**src/rtl/reg_file_mp.sv**
```systemverilog
// Multi-port register file: one write port, two registered read ports with
// write bypass, per-entry valid bits and a sequenced clear engine.
module reg_file_mp #(
  parameter  int WIDTH = 9,
  parameter  int DEPTH = 8,
  localparam int AW    = $clog2(DEPTH)
) (
  input  logic             clk,
  input  logic             n_rst,
  input  logic             wr_en,
  input  logic [AW-1:0]    wr_addr,
  input  logic [WIDTH-1:0] wr_data,
  output logic             wr_drop,
  input  logic             rd_en_a,
  input  logic [AW-1:0]    rd_addr_a,
  output logic [WIDTH-1:0] rd_data_a,
  output logic             rd_valid_a,
  output logic             rd_hit_a,
  input  logic             rd_en_b,
  input  logic [AW-1:0]    rd_addr_b,
  output logic [WIDTH-1:0] rd_data_b,
  output logic             rd_valid_b,
  output logic             rd_hit_b,
  input  logic             clr_req,
  output logic             busy,
  output logic             clr_done
);

  localparam logic [AW:0]   DEPTH_W = (AW + 1)'(DEPTH);
  localparam logic [AW-1:0] LAST    = AW'(DEPTH - 1);

  typedef enum logic {IDLE, CLEAR} state_t;

  state_t           state;
  logic [AW-1:0]    ptr;
  logic [WIDTH-1:0] mem [DEPTH];
  logic [DEPTH-1:0] valid;

  logic wr_in_range;
  logic wr_acc;
  logic clearing;

  assign wr_in_range = {1'b0, wr_addr} < DEPTH_W;
  assign wr_acc      = wr_en && (state == IDLE) && wr_in_range;
  assign clearing    = (state == CLEAR);

  // Clear sequencer: walks ptr from 0 to DEPTH-1, one entry per cycle.
  always_ff @(posedge clk or negedge n_rst) begin
    if (!n_rst) begin
      state    <= IDLE;
      ptr      <= '0;
      busy     <= 1'b0;
      clr_done <= 1'b0;
      wr_drop  <= 1'b0;
    end else begin
      clr_done <= 1'b0;
      wr_drop  <= wr_en && !wr_acc;
      case (state)
        IDLE: begin
          if (clr_req) begin
            state <= CLEAR;
            ptr   <= '0;
            busy  <= 1'b1;
          end
        end
        CLEAR: begin
          ptr <= ptr + 1'b1;
          if (ptr == LAST) begin
            state    <= IDLE;
            busy     <= 1'b0;
            clr_done <= 1'b1;
          end
        end
        default: state <= IDLE;
      endcase
    end
  end

  // Writes are only accepted in IDLE, so they never collide with the clear.
  always_ff @(posedge clk or negedge n_rst) begin
    if (!n_rst) begin
      for (int i = 0; i < DEPTH; i++) begin
        mem[i] <= '0;
      end
      valid <= '0;
    end else if (clearing) begin
      mem[ptr]   <= '0;
      valid[ptr] <= 1'b0;
    end else if (wr_acc) begin
      mem[wr_addr]   <= wr_data;
      valid[wr_addr] <= 1'b1;
    end
  end

  logic [1:0]       rd_en_p;
  logic [AW-1:0]    rd_addr_p [2];
  logic [WIDTH-1:0] rd_data_p [2];
  logic [1:0]       rd_valid_p;
  logic [1:0]       rd_hit_p;

  assign rd_en_p      = {rd_en_b, rd_en_a};
  assign rd_addr_p[0] = rd_addr_a;
  assign rd_addr_p[1] = rd_addr_b;
  assign rd_data_a    = rd_data_p[0];
  assign rd_data_b    = rd_data_p[1];
  assign rd_valid_a   = rd_valid_p[0];
  assign rd_valid_b   = rd_valid_p[1];
  assign rd_hit_a     = rd_hit_p[0];
  assign rd_hit_b     = rd_hit_p[1];

  genvar gi;
  generate
    for (gi = 0; gi < 2; gi++) begin : g_rd
      logic             in_range;
      logic [WIDTH-1:0] data;
      logic             vld;
      logic             hit;

      assign in_range       = {1'b0, rd_addr_p[gi]} < DEPTH_W;
      assign rd_data_p[gi]  = data;
      assign rd_valid_p[gi] = vld;
      assign rd_hit_p[gi]   = hit;

      // Priority: out of range / being cleared, then same-edge write, then array.
      always_ff @(posedge clk or negedge n_rst) begin
        if (!n_rst) begin
          data <= '0;
          vld  <= 1'b0;
          hit  <= 1'b0;
        end else begin
          vld <= rd_en_p[gi];
          if (rd_en_p[gi]) begin
            if (!in_range || (clearing && (ptr == rd_addr_p[gi]))) begin
              data <= '0;
              hit  <= 1'b0;
            end else if (wr_acc && (wr_addr == rd_addr_p[gi])) begin
              data <= wr_data;
              hit  <= 1'b1;
            end else begin
              data <= mem[rd_addr_p[gi]];
              hit  <= valid[rd_addr_p[gi]];
            end
          end
        end
      end
    end
  endgenerate

endmodule

```
**config.mk**
```make
export PLATFORM = sky130hd
export DESIGN_NAME = reg_file_mp
export DESIGN_NICKNAME = d
export VERILOG_FILES = /design/src/rtl/reg_file_mp.sv
export SDC_FILE = /design/constraint.sdc
export NUM_CORES = 1
export LEC_CHECK = 0
export BUFFER_PORTS_ARGS = -buffer_cell sky130_fd_sc_hd__clkbuf_2
export CAP_MARGIN = 20
export CELL_PAD_IN_SITES_DETAIL_PLACEMENT = 1
export CELL_PAD_IN_SITES_GLOBAL_PLACEMENT = 2
export CORE_MARGIN = 2
export CORE_UTILIZATION = 40
export DETAILED_ROUTE_END_ITERATION = 6
export GPL_TIMING_DRIVEN = 0
export PLACE_DENSITY = 0.81
export SLEW_MARGIN = 20
export SYNTH_ARGS = -nofsm -noshare
export SYNTH_HDL_FRONTEND = slang
export SYNTH_SLANG_ARGS = --single-unit
```
**constraint.sdc**
```tcl
create_clock -name clk -period 3.7 [get_ports clk]
set_input_delay 0.74 -clock clk [delete_from_list [all_inputs] [get_ports clk]]
set_output_delay 0.74 -clock clk [all_outputs]
set_load 0.02 [all_outputs]
```
==> impl_results.md, run 1 <==
* Post-DP HPWL at 13,340 µm
* CP required at slightly below 4000 ps
* Clock Root Buffer: clkbuf_16
* PwrDens at 703.4 nW/µm²
* CP max FO at 10
* Area delta synth->final at 13.58%
* Synth Instances at 540
* Post-Syn Area per Cell at 10.87 µm²
* Netlist Area Pre-Place at 5869 µm²
* Die H at approximately 130 µm
* Post-CTS Setup Repair Bufs at 0
* Vias per Instance at a little over 6
* RSZ-0062 raised after global routing: no
* Register area share after synthesis at 46.47%
* DR WL/cell at approximately 25 µm
* Residual DRC at 0
* Number of synthesized flops with an enable pin at 0
* Worst setup path startpoint: clearing
* Final hold violation count at 0
* First-pass GRT wire length at roughly 30,000 µm
* Layout cells sized above 1 at between 20% and 30%
* Slew @ Worst Pin at ~1200 ps
* Initial antenna violation count at 0
* Final Setup Violations at 0
* Clk sinks at 109
* H-tree levels at 3
* Max-slew violation count at 0
* Drt first pass iters at 5
* Critical Path AT at 2760 ps
* Post-CTS sizing at 0
* Final hold slack at 277.7 ps
* Hold WC Path Type: input port to async pin
* FF-to-FF Start: clearing
* Status: complete, no violations
* Setup TNS at 0 ps
* CP Cell Sequence: buf_2 -> nand2b_1 -> buf_6 -> nor3_2 -> clkbuf_1 -> nand2_1 -> o21ai_0
* Worst R2R Path Depth at 7
* Clock-pin slew on the worst setup and hold paths at approximately 70 ps
* All-Layer GR Usage at roughly a quarter
* Ys flop type: dfrtp_1
* Cell at the slowest stage of the critical path: nor3_2
* Fin crit share at between 60% and 70%
* Critical Path Source Type: flop
* Worst vdd rail ir drop at about 0.28 mV
* Initial DRC Count at roughly 370
* Critical Path Max Stage Delay at 700 ps
* Final Skew at about 9.0 ps
* I/O pin count at ~50
* DR vias at 4,692
* Max-slew headroom at 22.15%
* Clk_lat worst skew at around 370 ps
* Overflow after GRT at 0
* Die width at 125.1 µm
* Minimum clock period at about 2500 ps
* Largest net degree at the start of global routing at between 70 and 80
* Number of nets still failing antenna checks after routing at 0
* YS warnings at 0
* Setup WS pre-CTS at 857.5 ps
* CTS Buffer Depth at 2
* Max-cap violation count at 0
* Final RePlAce weighted congestion at about 0.87
* Critical path capture point type: flop
* Inserted Clock Buffers at 9
* Crit Path Class: flop to flop
* Fin cells at between 700 and 800
* Layout Nets at around 600
* Final WL at about 19,000 µm
* Die ar. at between 15,000 and 20,000 µm²
* Vias in the first global route at about 5,000
* Count of buffers from port buffering at 36
* Post-Place Cells at roughly 760
* Setup ws final at 1217 ps
* Post-synth net total at between 500 and 600
* FMAX at just over 400 MHz
* Ys async rst share at between 90% and 100%
* Seq cells post-synth at 109
* Post-CTS Hold Buffers at 0
* TritonCTS clock tree: yes
* Synth unique cells at 31
* Std cell rows at 44
* Area of the core at between 10,000 and 15,000 µm²
* Starting Density at roughly two fifths
* Lkg Pwr at 3.039 nW
-- sequential cells by signal, summed over array words and instances, names as in the netlist --
name        flops
valid           8
rd_valid_a      1
rd_hit_b        1
rd_hit_a        1
clearing        1
rd_valid_b      1
ptr             3
mem            72
busy            1
wr_drop         1
clr_done        1
rd_data_b       9
rd_data_a       9
-- worst paths after layout --
kind / endpoint / slack (ps)
worst max-delay path: mem[15] / 1220
worst min-delay path: busy / 280
worst max register to register: mem[15] / 1220
worst min register to register: valid[6] / 510
max in group asynchronous: mem[69] / 2720
min in group clk: valid[6] / 510
-- layout by cell type (no fill, tap or decap), types with 2 or more instances in the layout --
cell / instances
o21ai_0: 74
nor4b_4: 2
and2_1: 18
nor3_2: 2
clkbuf_16: 9
nor2_1: 4
clkbuf_1: 20
nor4_2: 3
clkbuf_8: 2
bufinv_16: 2
dfrtp_1: 109
mux4_1: 12
clkbuf_2: 35
a22o_1: 2
buf_4: 6
nand2b_1: 5
nand2_1: 138
mux4_2: 28
nand3b_1: 2
inv_1: 14
buf_6: 3
mux2_2: 18
nor4_4: 2
xnor2_1: 6
a41oi_1: 2
a21o_1: 10
o41a_1: 2
buf_2: 13
nor2b_1: 3
xor2_1: 6
nand3_1: 13
ha_1: 2
a221o_1: 18
-- through the flow --
stage	area [µm²]	util, %	total power [mW]
final	6666	46.22	4.689
after global routing	6664	46.20	4.952
after CTS	6629	45.96	4.696
after detailed placement	6316	43.79	3.634
after global placement	6280	43.54	3.520
after floorplan	5869	-	3.003
-- synthesized netlist by cell type (3+ instances only) --
master    count  area share [%]
buf_2        13             1.1
mux2_2       18             3.5
xnor2_1       6            0.90
mux4_1       12             5.4
xor2_1        6            0.90
nor2b_1       3            0.32
nand2b_1      5            0.53
o21ai_0      74             6.3
dfrtp_1     109              46
buf_6         3            0.58
buf_4         6            0.77
nand2_1     138             8.8
mux4_2       28              11
inv_1        14            0.90
nor2_1        4            0.26
nor4_2        5             1.1
a21o_1       10             1.3
a221o_1      18             3.1
clkbuf_1     20             1.3
and2_1       18             1.9
nand3_1      13             1.1
-- power breakdown --
group | internal (mW) | switching [mW] | total, mW
Clock | 0.605 | 0.462 | 1.07
Combinational | 0.708 | 0.941 | 1.65
Sequential | 1.64 | 0.330 | 1.97
Total | 2.96 | 1.73 | 4.69
-- routing by layer --
| layer | GRT usage, % | vias to the layer above | part of all wire (%) |
|---|---|---|---|
| met5 | 0 | - | 0 |
| met4 | 10.85 | 0 | 3.3 |
| met3 | 4.108 | 39 | 4.8 |
| met2 | 42.33 | 144 | 49 |
| met1 | 33.81 | 2494 | 43 |
| li1 | - | 2015 | - |
-- layout make-up --
| class | instances | area [µm²] |
|---|---|---|
| Buffer | 42 | 219.0 |
| Inverter | 14 | 52.55 |
| Fill cell | 1589 | 7757 |
| Multi-Input combinational cell | 375 | 2905 |
| Antenna cell | 1 | 2.502 |
| Tap cell | 184 | 230.2 |
| Clock inverter | 4 | 73.82 |
| Sequential cell | 109 | 2728 |
| Timing Repair Buffer | 37 | 216.5 |
| Clock buffer | 10 | 239.0 |
-- critical path, delay by kind of cell, from the launching register on --
family | cells | cell delay [ps]
AND/OR/NAND/NOR | 3 | 1010
buffers and inverters | 3 | 910
flip-flops | 1 | 360
AO/OA/AOI/OAI | 1 | 100
-- logic make-up after synthesis --
logic type               Yosys count  share of synthesized area (%)
AO/OA/AOI/OAI                    109                          11.75
XOR/XNOR                          12                          1.791
adder cells (fa/ha/maj)            2                         0.4263
buffers and inverters             56                          4.626
flip-flops                       109                          46.47
multiplexers                      58                          19.57
AND/OR/NAND/NOR                  194                          15.37
No activity file was read; power rests on OpenSTA's default activity.
==> run 2: changes to the inputs <==
Clock period 3.7 ns to 2.6 ns, I/O delays scaled along.
==> run 2 against run 1 <==
Compared with the run above:
- register-to-register slack worse by 990 ps
- final cell count is the same
- count of clock-buffer cells in the layout unchanged
- non-clock buffer count stayed put
- first-iteration DRC count rose by 2.7%
- core utilization rose by 0.087 points
- setup slack worse by 990 ps
- via count decreased by 0.49%
- design area increased by 0.19%
- critical path depth did not move
- clock skew is 0.99 ps lower
- highest routed layer unchanged
==> impl_results.md, run 2 (synthesis gave the netlist of run 1 again) <==
* Fin cells at 776 (unchanged)
* FMAX at 422.1 MHz (was 402.7 MHz)
* I/O pin count at 49 (unchanged)
* Area delta synth->final at 13.79% (was 13.58%)
* Clock-pin slew on the worst setup and hold paths at 70 ps (about the same)
* Lkg Pwr at 3.051 nW (was 3.039 nW)
* FF-to-FF Start: clearing (unchanged)
* Status: complete, no violations (unchanged)
* All-Layer GR Usage at 25.64% (unchanged)
* Die ar. at 15,660 µm² (unchanged)
* Critical Path AT at 2630 ps (was 2760 ps)
* Final Skew at 7.971 ps (was 8.961 ps)
* Fill cells at 1,586 (was 1,589)
* H-tree levels at 3 (unchanged)
* Drt first pass iters at 4 (was 5)
* DR WL/cell at 24.74 µm (was 24.92 µm)
* Number of nets still failing antenna checks after routing at 0 (unchanged)
* Count of buffers from port buffering at 36 (unchanged)
* First-pass GRT wire length at 30,150 µm (unchanged)
* Critical path capture point type: flop (unchanged)
* Post-CTS Setup Repair Bufs at 0 (unchanged)
* Initial DRC Count at 382 (was 372)
* Layout Nets at 614 (unchanged)
* Largest register by flop count: mem (unchanged)
* Commonest cells after routing, fill and taps aside: nand2_1, dfrtp_1, o21ai_0 (unchanged)
* TritonCTS clock tree: yes (unchanged)
* Critical Path Source Type: flop (unchanged)
* Worst R2R Path Depth at 7 (unchanged)
* Final hold violation count at 0 (unchanged)
* Final RePlAce weighted congestion at 0.8661 (unchanged)
* Inserted Clock Buffers at 9 (unchanged)
* CTS Buffer Depth at 2 (unchanged)
* Slew @ Worst Pin at 1148 ps (was 1158 ps)
* Clk_lat worst skew at 360 ps (was 370 ps)
* Die width at 125.1 µm (unchanged)
* Largest register FFs at 72 (unchanged)
* Max-slew headroom at 22.82% (was 22.15%)
* Worst vdd rail ir drop at 0.4037 mV (was 0.2850 mV)
* Die H at 125.1 µm (unchanged)
* Most common cell after layout, fill and taps aside: nand2_1 (unchanged)
* Max-slew violation count at 0 (unchanged)
* CP required at 2860 ps (was 3970 ps)
* RSZ-0062 raised after global routing: no (unchanged)
* Hold WC Path Type: input port to async pin (unchanged)
* DR vias at 4,669 (was 4,692)
* Std cell rows at 44 (unchanged)
* Final Core Density at 46.30% (was 46.22%)
* Starting Density at 40.69% (unchanged)
* Max-cap violation count at 0 (unchanged)
* Final Setup Violations at 0 (unchanged)
* Overflow after GRT at 0 (unchanged)
* Final WL at 19,200 µm (was 19,340 µm)
* PwrDens at 997.1 nW/µm² (was 703.4 nW/µm²)
* Initial antenna violation count at 0 (unchanged)
* Fin crit share at 91.11% (was 67.12%)
* Final instance area at 6679 µm² (was 6666 µm²)
* Residual DRC at 0 (unchanged)
* Reg2reg end: mem[69] (was mem[15])
* Clock Root Buffer: clkbuf_16 (unchanged)
* Setup TNS at 0 ps (unchanged)
* Dpl cell area at 6316 µm² (unchanged)
* Post-Place Cells at 761 (unchanged)
* CP max FO at 10 (unchanged)
* Register area at 2728 µm² (unchanged)
* Clk sinks at 109 (unchanged)
* Layout cells sized above 1 at 21.66% (unchanged)
* Vias per Instance at 6.017 (was 6.046)
* Area of the multi-input gates at 2918 µm² (was 2905 µm²)
* Largest net degree at the start of global routing at 75 (unchanged)
* Crit Path Class: flop to flop (unchanged)
* Area of the core at 14,420 µm² (unchanged)
* R2R Setup Slk at 230 ps (was 1220 ps)
* Post-DP HPWL at 13,340 µm (unchanged)
* Minimum clock period at 2369 ps (was 2483 ps)
* Overall power at 6.660 mW (was 4.689 mW)
* Vias in the first global route at 5,031 (unchanged)
## run 2: worst max path at each step
stage / slack (ps) / start / cells after the start / to
finish: 230 / clearing / 7 / mem[69]
global route: 60 / clearing / 7 / mem[64]
CTS: 40 / clearing / 7 / mem[20]
detailed placement: -20 / wr_addr[0] / 6 / mem[20]
global placement: -620 / n_rst / 1 / mem[51]
floorplan: 720 / rd_addr_a[2] / 5 / rd_data_a[7]
## run 2: layout make-up
| class | instances | area share [%] |
|---|---|---|
| diodes | 1 | 0.03747 |
| plain buffers | 42 | 3.278 |
| clock buffers | 10 | 3.578 |
| clock inverters | 4 | 1.105 |
| inverters | 14 | 0.7868 |
| multi-input cells | 375 | 43.69 |
| flip-flops and latches | 109 | 40.84 |
| well taps | 184 | 3.447 |
| repair buffers | 37 | 3.241 |
## run 2: worst max-delay path, stage by stage, from the launching register on
cell,delay (ps)
dfrtp_1,360
buf_2,170
nand2b_1,170
buf_6,170
nor4_2,810
buf_2,410
nand2_1,80
o21ai_0,110
## run 2: per-layer routing
layer  global-route usage [%]  wire (µm)  vias up
met5                        0          0        -
met3                    4.108       1049       37
li1                         -          -     2018
met1                    33.81       8077     2454
met4                    10.85        618        0
met2                    42.33       9455      160
## run 2: where the power goes
part	switching [mW]	internal, mW	leakage (nW)
clock network	0.648	0.862	0.154
registers	0.467	2.34	1.47
logic	1.34	1.01	1.42
total	2.45	4.21	3.05
## run 2: repair_timing
| action | 4_1_cts | 5_1_grt |
|---|---|---|
| hold buffers | 0 | 0 |
| resized for setup | 0 | 2 |
| setup endpoints to repair | 0 | 4 |
| hold endpoints to repair | 0 | 0 |
## run 2: per-stage QoR
stage,hold slack (ps),worst slack (ps)
6_report,59.50,231.1
3_3_place_gp,469.4,-616.3
5_1_grt,83.16,57.11
4_1_cts,75.11,37.64
2_1_floorplan,224.4,719.1
3_5_place_dp,460.4,-22.53
==> run 3: changes to the inputs <==
--- a/config.mk
+++ b/config.mk
@@ -11,2 +11,3 @@
 export CELL_PAD_IN_SITES_GLOBAL_PLACEMENT = 2
+export CORE_ASPECT_RATIO = 1.5
 export CORE_MARGIN = 2
--- a/constraint.sdc
+++ b/constraint.sdc
@@ -3,2 +3,2 @@
 set_output_delay 0.52 -clock clk [all_outputs]
-set_load 0.02 [all_outputs]
+set_load 0.005 [all_outputs]
==> run 3 against run 2 <==
Compared with the run above:
- sequential power about the same
- final cell count increased by 1.5%
- sequential cell count unchanged
- fmax decreased by 4.4%
- clock skew decreased by 2.1 ps
- setup slack got worse by 110 ps
- register-to-register slack got worse by 110 ps
- largest power group unchanged
==> impl_results.md, run 3 (synthesis gave the netlist of run 1 again) <==
* Status: complete, no violations (unchanged)
* Largest net degree at the start of global routing at 56 (was 75)
* FF-to-FF Start: clearing (unchanged)
* Critical Path Source Type: flop (unchanged)
* CTS Buffer Depth at 2 (unchanged)
* Slew @ Worst Pin at 1091 ps (was 1148 ps)
* Post-CTS Hold Buffers at 0 (unchanged)
* Layout cells sized above 1 at 21.11% (was 21.66%)
* Hold WC Path Type: input port to async pin (unchanged)
* Number of nets still failing antenna checks after routing at 0 (unchanged)
* Antenna diodes at 0 (was 1)
* Count of buffers from port buffering at 36 (unchanged)
* Critical Path AT at 2760 ps (was 2630 ps)
* CP max FO at 10 (unchanged)
* Dpl cell area at 6357 µm² (was 6316 µm²)
* DR vias at 4,672 (was 4,669)
* Vias in the first global route at 5,092 (was 5,031)
* Crit path buffers/inverters at 3 (unchanged)
* Post-CTS sizing at 0 (unchanged)
* Area delta synth->final at 13.45% (was 13.79%)
* I/O pin count at 49 (unchanged)
* Worst R2R Path Depth at 7 (unchanged)
* TritonCTS clock tree: yes (unchanged)
* Largest register FFs at 72 (unchanged)
* Vias per Instance at 5.929 (was 6.017)
* Final Skew at 5.919 ps (was 7.971 ps)
* Commonest cells after routing, fill and taps aside: nand2_1, dfrtp_1, o21ai_0 (unchanged)
* Final Setup Violations at 0 (unchanged)
* Cell class contributing the biggest share of worst-path delay: simple AND/OR/NAND/NOR gates (unchanged)
* Post-Place Cells at 773 (was 761)
* Lkg Pwr at 3.018 nW (was 3.051 nW)
* H-tree levels at 3 (unchanged)
* Critical Path Max Stage Delay at 660 ps (was 810 ps)
* Crit path capture: mem[10] (was mem[69])
* Max-slew headroom at 27.10% (was 22.82%)
* Largest register by flop count: mem (unchanged)
* FMAX at 403.7 MHz (was 422.1 MHz)
* Max-slew violation count at 0 (unchanged)
* Worst setup path startpoint: clearing (unchanged)
* Clk_lat worst skew at 360 ps (about the same)
* R2R Setup Slk at 120 ps (was 230 ps)
* Final hold violation count at 0 (unchanged)
* Inserted Clock Buffers at 9 (unchanged)
* Crit path depth at 7 (unchanged)
* RSZ-0062 raised after global routing: no (unchanged)
* Area of the core at 14,460 µm² (was 14,420 µm²)
* Die width at 102.9 µm (was 125.1 µm)
* Final WL at 20,010 µm (was 19,200 µm)
* Reg2reg end: mem[10] (was mem[69])
* Final instance area at 6659 µm² (was 6679 µm²)
* Initial DRC Count at 184 (was 382)
* Final RePlAce weighted congestion at 0.8242 (was 0.8661)
* Clock Root Buffer: clkbuf_16 (unchanged)
* Final Core Density at 46.05% (was 46.30%)
* Std cell rows at 54 (was 44)
* Die ar. at 15,680 µm² (was 15,660 µm²)
* Drt first pass iters at 5 (was 4)
* First-pass GRT wire length at 30,430 µm (was 30,150 µm)
* Post-CTS Setup Repair Bufs at 0 (unchanged)
* Post-DP HPWL at 13,610 µm (was 13,340 µm)
* Crit Path Class: flop to flop (unchanged)
* Fin crit share at 95.26% (was 91.11%)
* Initial antenna violation count at 0 (unchanged)
* Overflow after GRT at 0 (unchanged)
* Starting Density at 40.59% (was 40.69%)
* DR WL/cell at 25.40 µm (was 24.74 µm)
* Residual DRC at 0 (unchanged)
* Most common cell after layout, fill and taps aside: nand2_1 (unchanged)
* Clk sinks at 109 (unchanged)
* Clock-pin slew on the worst setup and hold paths at 70 ps (about the same)
* Cell at the slowest stage of the critical path: nor3_2 (was nor4_2)
* Fin cells at 788 (was 776)
* Layout Nets at 614 (unchanged)
* CP required at 2880 ps (was 2860 ps)
* Critical path capture point type: flop (unchanged)
* Worst vdd rail ir drop at 0.3436 mV (was 0.4037 mV)
* Fill cells at 1,637 (was 1,586)
* Die H at 152.4 µm (was 125.1 µm)
* Max-cap violation count at 0 (unchanged)
* Minimum clock period at 2477 ps (was 2369 ps)
* PwrDens at 961.9 nW/µm² (was 997.1 nW/µm²)
* All-Layer GR Usage at 26.87% (was 25.64%)
* CP Cell Sequence: buf_2 -> nand2b_1 -> buf_6 -> nor3_2 -> clkbuf_1 -> nand2_1 -> o21ai_0 (was buf_2 -> nand2b_1 -> buf_6 -> nor4_2 -> buf_2 -> nand2_1 -> o21ai_0)
==> run 3: how the worst min path moves through the flow <==
| stage | startpoint | endpoint | slack [ps] |
|---|---|---|---|
| CTS | n_rst | rd_data_a[1] | 140 |
| global route | n_rst | rd_data_a[1] | 150 |
| finish | n_rst | rd_data_a[1] | 120 |
| detailed placement | valid[0] | valid[0] | 490 |
| floorplan | n_rst | busy | 220 |
| global placement | valid[3] | valid[3] | 470 |
==> run 3: stage by stage <==
stage	setup slack (ps)	power (mW)	TNS, ps	hold slack [ps]
4_1_cts	133.1	6.416	0	139.7
2_1_floorplan	719.1	4.113	0	224.4
6_report	123.1	6.405	0	122.5
3_3_place_gp	-585.5	4.872	-62780	472.5
3_5_place_dp	-29.14	5.028	-29.14	489.5
5_1_grt	16.79	6.774	0	151.1
==> run 3: final cells by class <==
type / count / area [µm²] / area share [%]
Clock inverter: 2 / 35.03 / 0.5261
Clock buffer: 13 / 240.2 / 3.608
Inverter: 14 / 52.55 / 0.7892
Buffer: 42 / 219.0 / 3.288
Timing Repair Buffer: 37 / 216.5 / 3.251
Sequential cell: 109 / 2728 / 40.96
Tap cell: 196 / 245.2 / 3.683
Multi-Input combinational cell: 375 / 2923 / 43.89
==> run 3: worst reg2reg max path, stage by stage, from the launching register on <==
cell,delay (ps)
dfrtp_1,360
buf_2,170
nand2b_1,170
buf_6,160
nor3_2,660
clkbuf_1,600
nand2_1,150
o21ai_0,120
==> run 3: where the power goes <==
part / switching [mW] / total [mW] / internal (mW)
combinational: 1.21 / 2.22 / 1.01
sequential: 0.463 / 2.80 / 2.34
clock: 0.644 / 1.39 / 0.744
total: 2.32 / 6.41 / 4.09
==> run 3: per-layer routing <==
layer | track usage (%) | vias to the layer above | wire, µm
li1 | - | 2013 | -
met1 | 32.07 | 2454 | 7756
met2 | 45.55 | 159 | 10250
met3 | 4.679 | 46 | 943
met4 | 13.60 | 0 | 1058
met5 | 0 | - | 0
